`config.mk`:
```
export PLATFORM = sky130hd
export DESIGN_NAME = box_update_arbiter
export DESIGN_NICKNAME = d
export VERILOG_FILES = /design/src/rtl/box_update_arbiter.sv
export SDC_FILE = /design/constraint.sdc
export NUM_CORES = 1
export LEC_CHECK = 0
export ABC_CLOCK_PERIOD_IN_PS = 8810
export BUFFER_PORTS_ARGS = -buffer_cell sky130_fd_sc_hd__clkbuf_2
export CAP_MARGIN = 20
export CORE_MARGIN = 4
export CORE_UTILIZATION = 50
export CTS_CLUSTER_SIZE = 28
export DETAILED_ROUTE_END_ITERATION = 7
export GPL_TIMING_DRIVEN = 1
export PLACE_DENSITY = 0.75
export REMOVE_ABC_BUFFERS = 1
export SETUP_SLACK_MARGIN = 0.05
export SYNTH_ARGS = -nofsm -noshare
export SYNTH_HDL_FRONTEND = slang
export SYNTH_SLANG_ARGS = --single-unit
```
`constraint.sdc`:
```
create_clock -name clk -period 8.81 [get_ports clk]
set_clock_uncertainty 0.15 [all_clocks]
set_input_delay 0.881 -clock clk [delete_from_list [all_inputs] [get_ports clk]]
set_output_delay 0.881 -clock clk [all_outputs]
set_load 0.1 [all_outputs]
```
`src/rtl/box_update_arbiter.sv`:
```
// Bounding-box update arbiter: merges button and software box requests, validates
// them against the image and minimum size, and commits them only at frame start.
module box_update_arbiter #(
   parameter int unsigned IMAGE_WIDTH   = 1280,
   parameter int unsigned IMAGE_HEIGHT  = 720,
   parameter int unsigned MIN_BOX_SIZE  = 5,
   parameter int unsigned INIT_BOX_SIZE = 50,
   parameter int unsigned SW_PRIORITY   = 1
) (
   input  logic        clk,
   input  logic        rst,
   input  logic        frame_start,
   input  logic [15:0] btn_x1,
   input  logic [15:0] btn_x2,
   input  logic [15:0] btn_y1,
   input  logic [15:0] btn_y2,
   input  logic        sw_valid,
   output logic        sw_ready,
   input  logic [15:0] sw_x1,
   input  logic [15:0] sw_x2,
   input  logic [15:0] sw_y1,
   input  logic [15:0] sw_y2,
   input  logic        sw_lock,
   output logic [15:0] box_x1_o,
   output logic [15:0] box_x2_o,
   output logic [15:0] box_y1_o,
   output logic [15:0] box_y2_o,
   output logic        box_valid,
   output logic        owner_o,
   output logic [7:0]  reject_cnt,
   output logic        err_o
);

   localparam int unsigned CW = 16;
   localparam int unsigned RW = 8;
   localparam logic [CW-1:0] X_MAX    = CW'(IMAGE_WIDTH - 1);
   localparam logic [CW-1:0] Y_MAX    = CW'(IMAGE_HEIGHT - 1);
   localparam logic [CW-1:0] MIN_SPAN = CW'(MIN_BOX_SIZE - 1);
   localparam logic [CW-1:0] INIT_MAX = CW'(INIT_BOX_SIZE - 1);
   localparam logic [RW-1:0] RCNT_MAX = '1;
   localparam logic          SW_WINS  = (SW_PRIORITY != 0);

   typedef struct packed {
      logic [CW-1:0] x1;
      logic [CW-1:0] x2;
      logic [CW-1:0] y1;
      logic [CW-1:0] y2;
   } box_t;

   typedef enum logic [2:0] {
      S_IDLE,
      S_ARB,
      S_CHECK,
      S_WAIT_FRAME,
      S_COMMIT
   } state_t;

   state_t        state_q, state_d;
   box_t          btn_snap_q, btn_snap_d;
   logic          btn_pend_q, btn_pend_d;
   box_t          sw_buf_q, sw_buf_d;
   logic          sw_pend_q, sw_pend_d;
   box_t          cand_q, cand_d;
   logic          cand_sw_q, cand_sw_d;
   box_t          box_q, box_d;
   logic          box_valid_q, box_valid_d;
   logic          owner_q, owner_d;
   logic [RW-1:0] reject_cnt_q, reject_cnt_d;
   logic          err_q, err_d;
   logic          sw_ready_q, sw_ready_d;

   box_t btn_in_c;
   box_t sw_in_c;
   logic btn_changed_c;
   logic sw_fire_c;
   logic legal_c;

   always_comb begin
      btn_in_c      = '{x1: btn_x1, x2: btn_x2, y1: btn_y1, y2: btn_y2};
      sw_in_c       = '{x1: sw_x1, x2: sw_x2, y1: sw_y1, y2: sw_y2};
      btn_changed_c = (btn_in_c != btn_snap_q);
      sw_fire_c     = sw_valid & sw_ready_q;
   end

   // Ordering, image bounds and minimum span; x2 > x1 keeps the subtraction from wrapping.
   always_comb begin
      legal_c = (cand_q.x1 < cand_q.x2) && (cand_q.y1 < cand_q.y2) &&
                (cand_q.x2 <= X_MAX) && (cand_q.y2 <= Y_MAX) &&
                ((cand_q.x2 - cand_q.x1) >= MIN_SPAN) &&
                ((cand_q.y2 - cand_q.y1) >= MIN_SPAN);
   end

   always_comb begin
      state_d      = state_q;
      btn_snap_d   = btn_snap_q;
      btn_pend_d   = btn_pend_q;
      sw_buf_d     = sw_buf_q;
      sw_pend_d    = sw_pend_q;
      cand_d       = cand_q;
      cand_sw_d    = cand_sw_q;
      box_d        = box_q;
      box_valid_d  = 1'b0;
      owner_d      = owner_q;
      reject_cnt_d = reject_cnt_q;
      err_d        = 1'b0;
      sw_ready_d   = 1'b0;

      if (sw_fire_c) begin
         sw_buf_d  = sw_in_c;
         sw_pend_d = 1'b1;
      end

      unique case (state_q)
         S_IDLE: begin
            if (btn_pend_q || sw_pend_q || sw_fire_c) state_d = S_ARB;
         end
         S_ARB: begin
            if (sw_pend_q && (SW_WINS || !btn_pend_q)) begin
               cand_d    = sw_buf_q;
               cand_sw_d = 1'b1;
               sw_pend_d = 1'b0;
            end else begin
               cand_d     = btn_snap_q;
               cand_sw_d  = 1'b0;
               btn_pend_d = 1'b0;
            end
            state_d = S_CHECK;
         end
         S_CHECK: begin
            if (legal_c) begin
               state_d = S_WAIT_FRAME;
            end else begin
               err_d = 1'b1;
               if (reject_cnt_q != RCNT_MAX) reject_cnt_d = reject_cnt_q + RW'(1);
               state_d = S_IDLE;
            end
         end
         S_WAIT_FRAME: begin
            // Outputs are loaded here so they are visible during the COMMIT cycle.
            if (frame_start) begin
               box_d       = cand_q;
               owner_d     = cand_sw_q;
               box_valid_d = 1'b1;
               state_d     = S_COMMIT;
            end
         end
         S_COMMIT: begin
            state_d = S_IDLE;
         end
         default: begin
            state_d = S_IDLE;
         end
      endcase

      // A fresh button change wins over the clear issued by ARB in the same cycle.
      if (btn_changed_c) begin
         btn_snap_d = btn_in_c;
         if (!sw_lock) btn_pend_d = 1'b1;
      end

      sw_ready_d = (state_d == S_IDLE) && !sw_pend_d;
   end

   always_ff @(posedge clk) begin
      if (!rst) begin
         state_q      <= S_IDLE;
         btn_snap_q   <= btn_in_c;
         btn_pend_q   <= 1'b0;
         sw_buf_q     <= '0;
         sw_pend_q    <= 1'b0;
         cand_q       <= '0;
         cand_sw_q    <= 1'b0;
         box_q        <= '{x1: '0, x2: INIT_MAX, y1: '0, y2: INIT_MAX};
         box_valid_q  <= 1'b0;
         owner_q      <= 1'b0;
         reject_cnt_q <= '0;
         err_q        <= 1'b0;
         sw_ready_q   <= 1'b0;
      end else begin
         state_q      <= state_d;
         btn_snap_q   <= btn_snap_d;
         btn_pend_q   <= btn_pend_d;
         sw_buf_q     <= sw_buf_d;
         sw_pend_q    <= sw_pend_d;
         cand_q       <= cand_d;
         cand_sw_q    <= cand_sw_d;
         box_q        <= box_d;
         box_valid_q  <= box_valid_d;
         owner_q      <= owner_d;
         reject_cnt_q <= reject_cnt_d;
         err_q        <= err_d;
         sw_ready_q   <= sw_ready_d;
      end
   end

   assign box_x1_o   = box_q.x1;
   assign box_x2_o   = box_q.x2;
   assign box_y1_o   = box_q.y1;
   assign box_y2_o   = box_q.y2;
   assign box_valid  = box_valid_q;
   assign owner_o    = owner_q;
   assign reject_cnt = reject_cnt_q;
   assign err_o      = err_q;
   assign sw_ready   = sw_ready_q;

endmodule

```
==> impl_results.md, run 1 <==
* Status: finished, final reports clean
* Ys flop type: dfxtp_1
* Flop pwr share at 0.408
* Layout Nets at 1729
* Total gr overflow at 0
* Startpoint types: flip-flop
* Die Span X at 170 um
* Worst slew pin tran at 1.06 ns
* Initial Util at 0.513
* Yosys top cell area share at 0.322
* Leakage at 6.63 nW
* Synth top area cells: dfxtp_1, edfxtp_1, nand2_1
* Worst min path class: flip-flop to flip-flop
* RSZ-0062 raised after global routing: false
* Fraction of layout cells with a size suffix above 1 at 0.183
* Final cycle utilization of the critical path at 0.439
* TritonCTS Sinks at 274
* Die span in y at 170 um
* Full die area at 0.0288 mm^2
* Vias in the first global route at 10207
* Critical Path AT at 3.97 ns
* Cell taking the most area after synthesis: dfxtp_1
* Setup CP Type: flip-flop to flip-flop
* Total wire length at 35.7 mm
* Via density at 5.57
* Net Sw Frac at 0.319
* Headroom to the max-slew limit at 0.285
* Synth Area in Adders at 0.0346
* CP Capture Type: flip-flop
* Async set-reset flop share out of synthesis at 0
* CTS tree: done
* Starting DRT DRC Count at 871
* Fin Setup TNS at 0 ns
* IO Port Bufs at 208
* Peak VDD IR at 191 uV
* Number of synthesized flops with an enable pin at 64
* Sequential-to-total area share from yosys stat at 0.469
* CTS Root Cell: clkbuf_16
* Postcts setup bufs at 0
* Final Worst Setup Slack at 4.94 ns
* WP data required at 8.91 ns
* H-tree depth at 1
* Post-synthesis mux area share at 0.0542
* Avg WL per Cell at 18.6 um
* Layout area overhead at 16.4%
* Gr usage total at 0.239
* I/O pin cnt at 209
* Syn_area_per_cell at 9.35 um^2
* Cell Area, Synth at 0.0131 mm^2
* ANT nets after route at 0
* Ys Warns at 0
* Gate Count Post-Synth at 1398
* CTS max path bufs at 3
* Endpoints failing setup at 0
* First-pass GRT wire length at 55.7 mm
* Post-CTS sizing at 0
* Max Clk Rate at 0.258 GHz
* Post-synth cell types at 74
* Power Density at 236 mW/mm^2
* Clock network power share at 0.331
* Comb pwr share at 0.261
* Largest family of logic cells by synthesized area: compound AO/OA/AOI/OAI gates
* Row count at 58
* Final hold vios at 0
* HPWL after detailed placement at 25.3 mm
* Xor/xnor share of the synthesized area at 0.0462
* CTS buffer count at 29
* TritonRoute pass-1 iters at 7
* Initial antenna violation count at 2
* Max Transition Viols Final at 0
* MaxCap Viol Count at 0
* Simple-gate share of the synthesized area at 0.166
* Post-synthesis compound-gate area fraction at 0.189
* Post-CTS Hold Buffers at 0
* Routed vias at 10666
* Pint at 2.45 mW
* Worst-Skew Late Latency at 0.55 ns
* Global placer's final weighted congestion at 0.904
* # DRC at 0
* CTS clk-pin slew, worst paths at 0.06 ns
* CP max FO at 36
* Post-route minimum period at 3.87 ns
* Core footprint at 0.0255 mm^2
* Switch Pwr at 1.15 mW
* Worst slack, placed at 4.44 ns
* Largest net degree at the start of global routing at 102
* Yosys reg bits at 274
[metrics by stage]
step / total power [mW] / instances / util / hold slack (ns) / area (um^2)
floorplan: 2.17 / 1312 / - / 0.291 / 12700
detailed placement: 2.42 / 1860 / 0.561 / 0.307 / 14300
global route: 3.78 / 1915 / 0.598 / 0.337 / 15200
CTS: 3.61 / 1914 / 0.598 / 0.316 / 15200
finish: 3.60 / 1915 / 0.598 / 0.312 / 15200
global placement: 2.41 / 1860 / 0.561 / 0.301 / 14300
[cells by family after synthesis]
family | count (synthesis)
adders and majority gates | 35
and+or+nand+nor | 497
AOI/OAI and AO/OA | 317
xor gates and xnor gates | 69
DFF | 274
buffers and inverters | 136
muxes | 70
[power groups by stage]
stage | Sequential (mW) | Combinational, mW | Clock [mW]
finish | 1.47 | 0.939 | 1.19
global route | 1.48 | 1.04 | 1.26
CTS | 1.47 | 0.932 | 1.21
detailed placement | 1.49 | 0.927 | 0
global placement | 1.49 | 0.919 | 0
floorplan | 1.49 | 0.679 | 0
[area by class of cell]
type | count | area, um^2
Antenna cell | 1 | 2.50
Multi-Input combinational cell | 988 | 6430
Clock buffer | 46 | 891
Inverter | 50 | 188
Tap cell | 330 | 413
Fill cell | 2241 | 10200
Clock inverter | 8 | 48.8
Sequential cell | 274 | 6130
Timing Repair Buffer | 218 | 1120
[path summary, 6_finish.rpt]
path | startpoint | end | slack (ns) | cells past startpoint
setup / recovery | btn_snap_q[43] | btn_snap_q[17] | 4.94 | 6
hold / removal | box_x1_o[15] | box_x1_o[15] | 0.31 | 2
setup reg to reg | btn_snap_q[43] | btn_snap_q[17] | 4.94 | 6
hold reg to reg | box_x1_o[15] | box_x1_o[15] | 0.31 | 2
[sequential cells by signal, indices dropped and copies added (netlist names), 3 cells and up]
name,count
reject_cnt,8
box_y1_o,16
box_y2_o,16
cand_q,64
sw_buf_q,64
btn_snap_q,64
box_x1_o,16
box_x2_o,16
state_q,3
[routing by layer]
layer / up-vias / GRT usage / wire length (um)
met1: 5053 / 0.349 / 16800
met4: 2 / 0.0487 / 702
met5: - / 0 / 13
met3: 51 / 0.0426 / 2700
li1: 5208 / - / -
met2: 352 / 0.374 / 15500
[synth_stat cells (3+ instances only)]
cell	number
nand2_1	358
dfxtp_1	210
a21boi_0	125
clkbuf_1	73
mux2i_1	67
o211a_1	67
xor2_1	66
edfxtp_1	64
inv_1	50
a21oi_1	35
ha_1	33
nor4_1	23
nor2_1	21
o21ai_0	20
nand3_1	17
nand2b_1	13
nand4_1	13
nor3_1	9
o211ai_1	8
a21o_1	7
and2_1	6
buf_2	6
nand3b_1	5
nor3b_1	5
o21a_1	5
or3_1	5
a211oi_1	4
a22oi_1	4
a31oi_1	4
and3_1	4
buf_1	4
nor2b_1	4
o2111ai_1	4
a2111oi_0	3
a31o_2	3
o21bai_1	3
o22ai_1	3
xnor2_1	3
[placed cells by master (no fill, tap or decap), types with 4 or more instances in the layout]
| master | Yosys | final |
|---|---|---|
| a21o_1 | 7 | 7 |
| nand2b_1 | 13 | 13 |
| a31oi_1 | 4 | 4 |
| clkbuf_2 | 0 | 207 |
| a211oi_1 | 4 | 4 |
| clkbuf_1 | 73 | 8 |
| or3_1 | 5 | 5 |
| nand2_1 | 358 | 356 |
| nor3b_1 | 5 | 5 |
| nor3_1 | 9 | 8 |
| nor2b_1 | 4 | 4 |
| dfxtp_1 | 210 | 209 |
| buf_4 | 1 | 10 |
| and2_1 | 6 | 5 |
| a22oi_1 | 4 | 4 |
| nor2_1 | 21 | 21 |
| o2111ai_1 | 4 | 4 |
| clkbuf_8 | 0 | 8 |
| clkinv_2 | 0 | 5 |
| a21boi_0 | 125 | 125 |
| a21oi_1 | 35 | 35 |
| nand4_1 | 13 | 13 |
| clkbuf_16 | 0 | 30 |
| o21a_1 | 5 | 5 |
| xor2_1 | 66 | 66 |
| ha_1 | 33 | 33 |
| nand3_1 | 17 | 16 |
| mux2i_1 | 67 | 67 |
| o21ai_0 | 20 | 20 |
| edfxtp_1 | 64 | 64 |
| nor4_1 | 23 | 23 |
| o211a_1 | 67 | 67 |
| o211ai_1 | 8 | 8 |
| nand3b_1 | 5 | 5 |
| inv_1 | 50 | 50 |
[critical path: stages (launching register included)]
cell and delay, ns:
edfxtp_1 0.43, xor2_1 0.18, nor4_1 0.89, nand4_1 0.28, nor4_1 0.48, nand2_2 0.59, buf_4 0.52
(Power assumes the default switching activity.)
==> run 2: changes to the inputs <==
--- a/config.mk
+++ b/config.mk
@@ -5,7 +5,7 @@
 export SDC_FILE = /design/constraint.sdc
 export NUM_CORES = 1
 export LEC_CHECK = 0
-export ABC_CLOCK_PERIOD_IN_PS = 8810
+export ABC_CLOCK_PERIOD_IN_PS = 3200
 export BUFFER_PORTS_ARGS = -buffer_cell sky130_fd_sc_hd__clkbuf_2
 export CAP_MARGIN = 20
 export CORE_MARGIN = 4
@@ -13,7 +13,7 @@
 export CTS_CLUSTER_SIZE = 28
 export DETAILED_ROUTE_END_ITERATION = 7
 export GPL_TIMING_DRIVEN = 1
-export PLACE_DENSITY = 0.75
+export PLACE_DENSITY = 0.78
 export REMOVE_ABC_BUFFERS = 1
 export SETUP_SLACK_MARGIN = 0.05
 export SYNTH_ARGS = -nofsm -noshare
==> constraint.sdc (replaced) <==
create_clock -name clk -period 3.2 [get_ports clk]
set_clock_uncertainty 0.15 [all_clocks]
set_input_delay 0.32 -clock clk [delete_from_list [all_inputs] [get_ports clk]]
set_output_delay 0.32 -clock clk [all_outputs]
set_load 0.1 [all_outputs]
==> impl_results.md, run 2 (synthesized netlist as in run 1, its figures left out) <==
* Status: finished, violations left
* Violations in the final reports: setup timing
* HPWL after detailed placement at 27.6 mm
* Initial Util at 0.513
* R2R depth at 13
* Hold depth at 2
* Initial antenna violation count at 3
* Worst-Skew Late Latency at 0.55 ns
* Power Density at 628 mW/mm^2
* Row count at 58
* Final Worst Setup Slack at -0.214 ns
* Max Clk Rate at 0.293 GHz
* CP max FO at 3
* Hold Slack at 0.107 ns
* Most frequent cells in the layout: nand2_1, clkbuf_2, dfxtp_1
* Final cycle utilization of the critical path at 1.07
* Total wire length at 43.6 mm
* Die span in y at 170 um
* Max Transition Viols Final at 0
* MaxCap Viol Count at 0
* Leakage at 7.98 nW
* Worst-path cell chain: inv_2, ha_4, fa_2, nand2b_4, a21o_4, a2111oi_4, o31ai_2, a2111oi_2, o31a_1, o41ai_4, and2_4, or3_1, a21oi_1
* CTS tree: done
* Peak VDD IR at 619 uV
* TritonCTS Sinks at 274
* Layout area overhead at 38.2%
* Headroom to the max-slew limit at 0.403
* Global placer's final weighted congestion at 0.898
* Total gr overflow at 0
* CP max stage cell: a2111oi_4
* TritonRoute pass-1 iters at 7
* CP max stage delay at 0.36 ns
* Largest net degree at the start of global routing at 88
* CTS max path bufs at 3
* Critical Path AT at 3.73 ns
* Largest registers: btn_snap_q (64), cand_q (64), sw_buf_q (64)
* Commonest non-fill, non-tap cell in the layout: nand2_1
* Util after Layout at 0.709
* Vias in the first global route at 12122
* Fin Setup TNS at -1.43 ns
* I/O pin cnt at 209
* Core footprint at 0.0255 mm^2
* Fraction of layout cells with a size suffix above 1 at 0.255
* H-tree depth at 1
* Routed vias at 12262
* Full die area at 0.0288 mm^2
* First-pass GRT wire length at 66.7 mm
* Worst slew pin tran at 0.896 ns
* Setup CP Type: flip-flop to flip-flop
* Worst min path class: input pin to flip-flop
* Startpoint types: flip-flop
* Starting DRT DRC Count at 1044
* Gr usage total at 0.290
* Endpoints failing setup at 11
* Die Span X at 170 um
* # DRC at 0
* Via density at 5.59
* Final hold vios at 0
* WP data required at 3.52 ns
* CTS clk-pin slew, worst paths at 0.06 ns
* Layout Nets at 2009
* IO Port Bufs at 208
* CP Capture Type: flip-flop
* Avg WL per Cell at 19.9 um
* ANT nets after route at 0
* CTS buffer count at 29
* CTS Root Cell: clkbuf_16
* Fillers at 1819
* RSZ-0062 raised after global routing: true
* Post-route minimum period at 3.41 ns
run 2: cell count changes in the layout (fill, tap and decap cells not counted), sizes merged:
cell         previous run  this run
buf                    11       161
diode                   1         2
bufinv                  0         5
inv                    52        50
clkbuf                253       244
clkinvlp                0         2
clkinv                  6         9
dlygate4sd3             0       130
run 2: worst paths after layout:
path	start	slack (ns)	to
worst min-delay path	rst	0.11	box_x2_o[4]
worst max-delay path	cand_q[32]	-0.21	state_q[0]
worst max register to register	cand_q[32]	-0.21	state_q[0]
worst min register to register	box_y2_o[8]	0.31	box_y2_o[8]
run 2: metal layers:
metal | part of all wire | global-route usage
met5 | 0.00032 | 0
met4 | 0.031 | 0.0952
met3 | 0.080 | 0.0505
met2 | 0.46 | 0.474
met1 | 0.42 | 0.392
run 2: critical path, delay by kind of cell (launching register included):
kind | cells | cell delay (ns)
adders and majority gates | 2 | 0.50
AOI/OAI and AO/OA | 7 | 1.66
DFF | 1 | 0.33
and+or+nand+nor | 3 | 0.66
buffers and inverters | 1 | 0.05
run 2: report_power, final:
group	internal [mW]	total, mW	switching (mW)
Sequential	3.79	3.99	0.200
Clock	2.13	3.54	1.41
Combinational	1.83	3.82	1.99
run 2: through the flow:
stage,cell area [um^2],power [mW],std cells,setup WS (ns)
5_1_grt,18100,11.9,2195,-0.325
4_1_cts,17900,11.1,2187,-0.265
2_1_floorplan,12700,5.97,1312,-4.45
6_report,18100,11.4,2195,-0.214
3_3_place_gp,15400,7.33,1999,-0.340
3_5_place_dp,15400,7.36,1999,-0.391
run 2: final cells by class:
type | instances | area [um^2] | area share
clock buffers | 37 | 787 | 0.0436
well taps | 330 | 413 | 0.0229
inverters | 50 | 188 | 0.0104
clock inverters | 16 | 204 | 0.0113
diodes | 2 | 5.00 | 0.000277
repair buffers | 498 | 3660 | 0.203
flip-flops and latches | 274 | 6130 | 0.340
multi-input cells | 988 | 6670 | 0.369
run 2: repair_timing:
action | CTS | global route
gates resized for setup | 27 | 28
pin swaps | 20 | 22
endpoints found under the setup margin | 12 | 12
hold buffers | 130 | 0
gates cloned | 0 | 0
buffers inserted | 5 | 6
hold endpoints to repair | 130 | 0
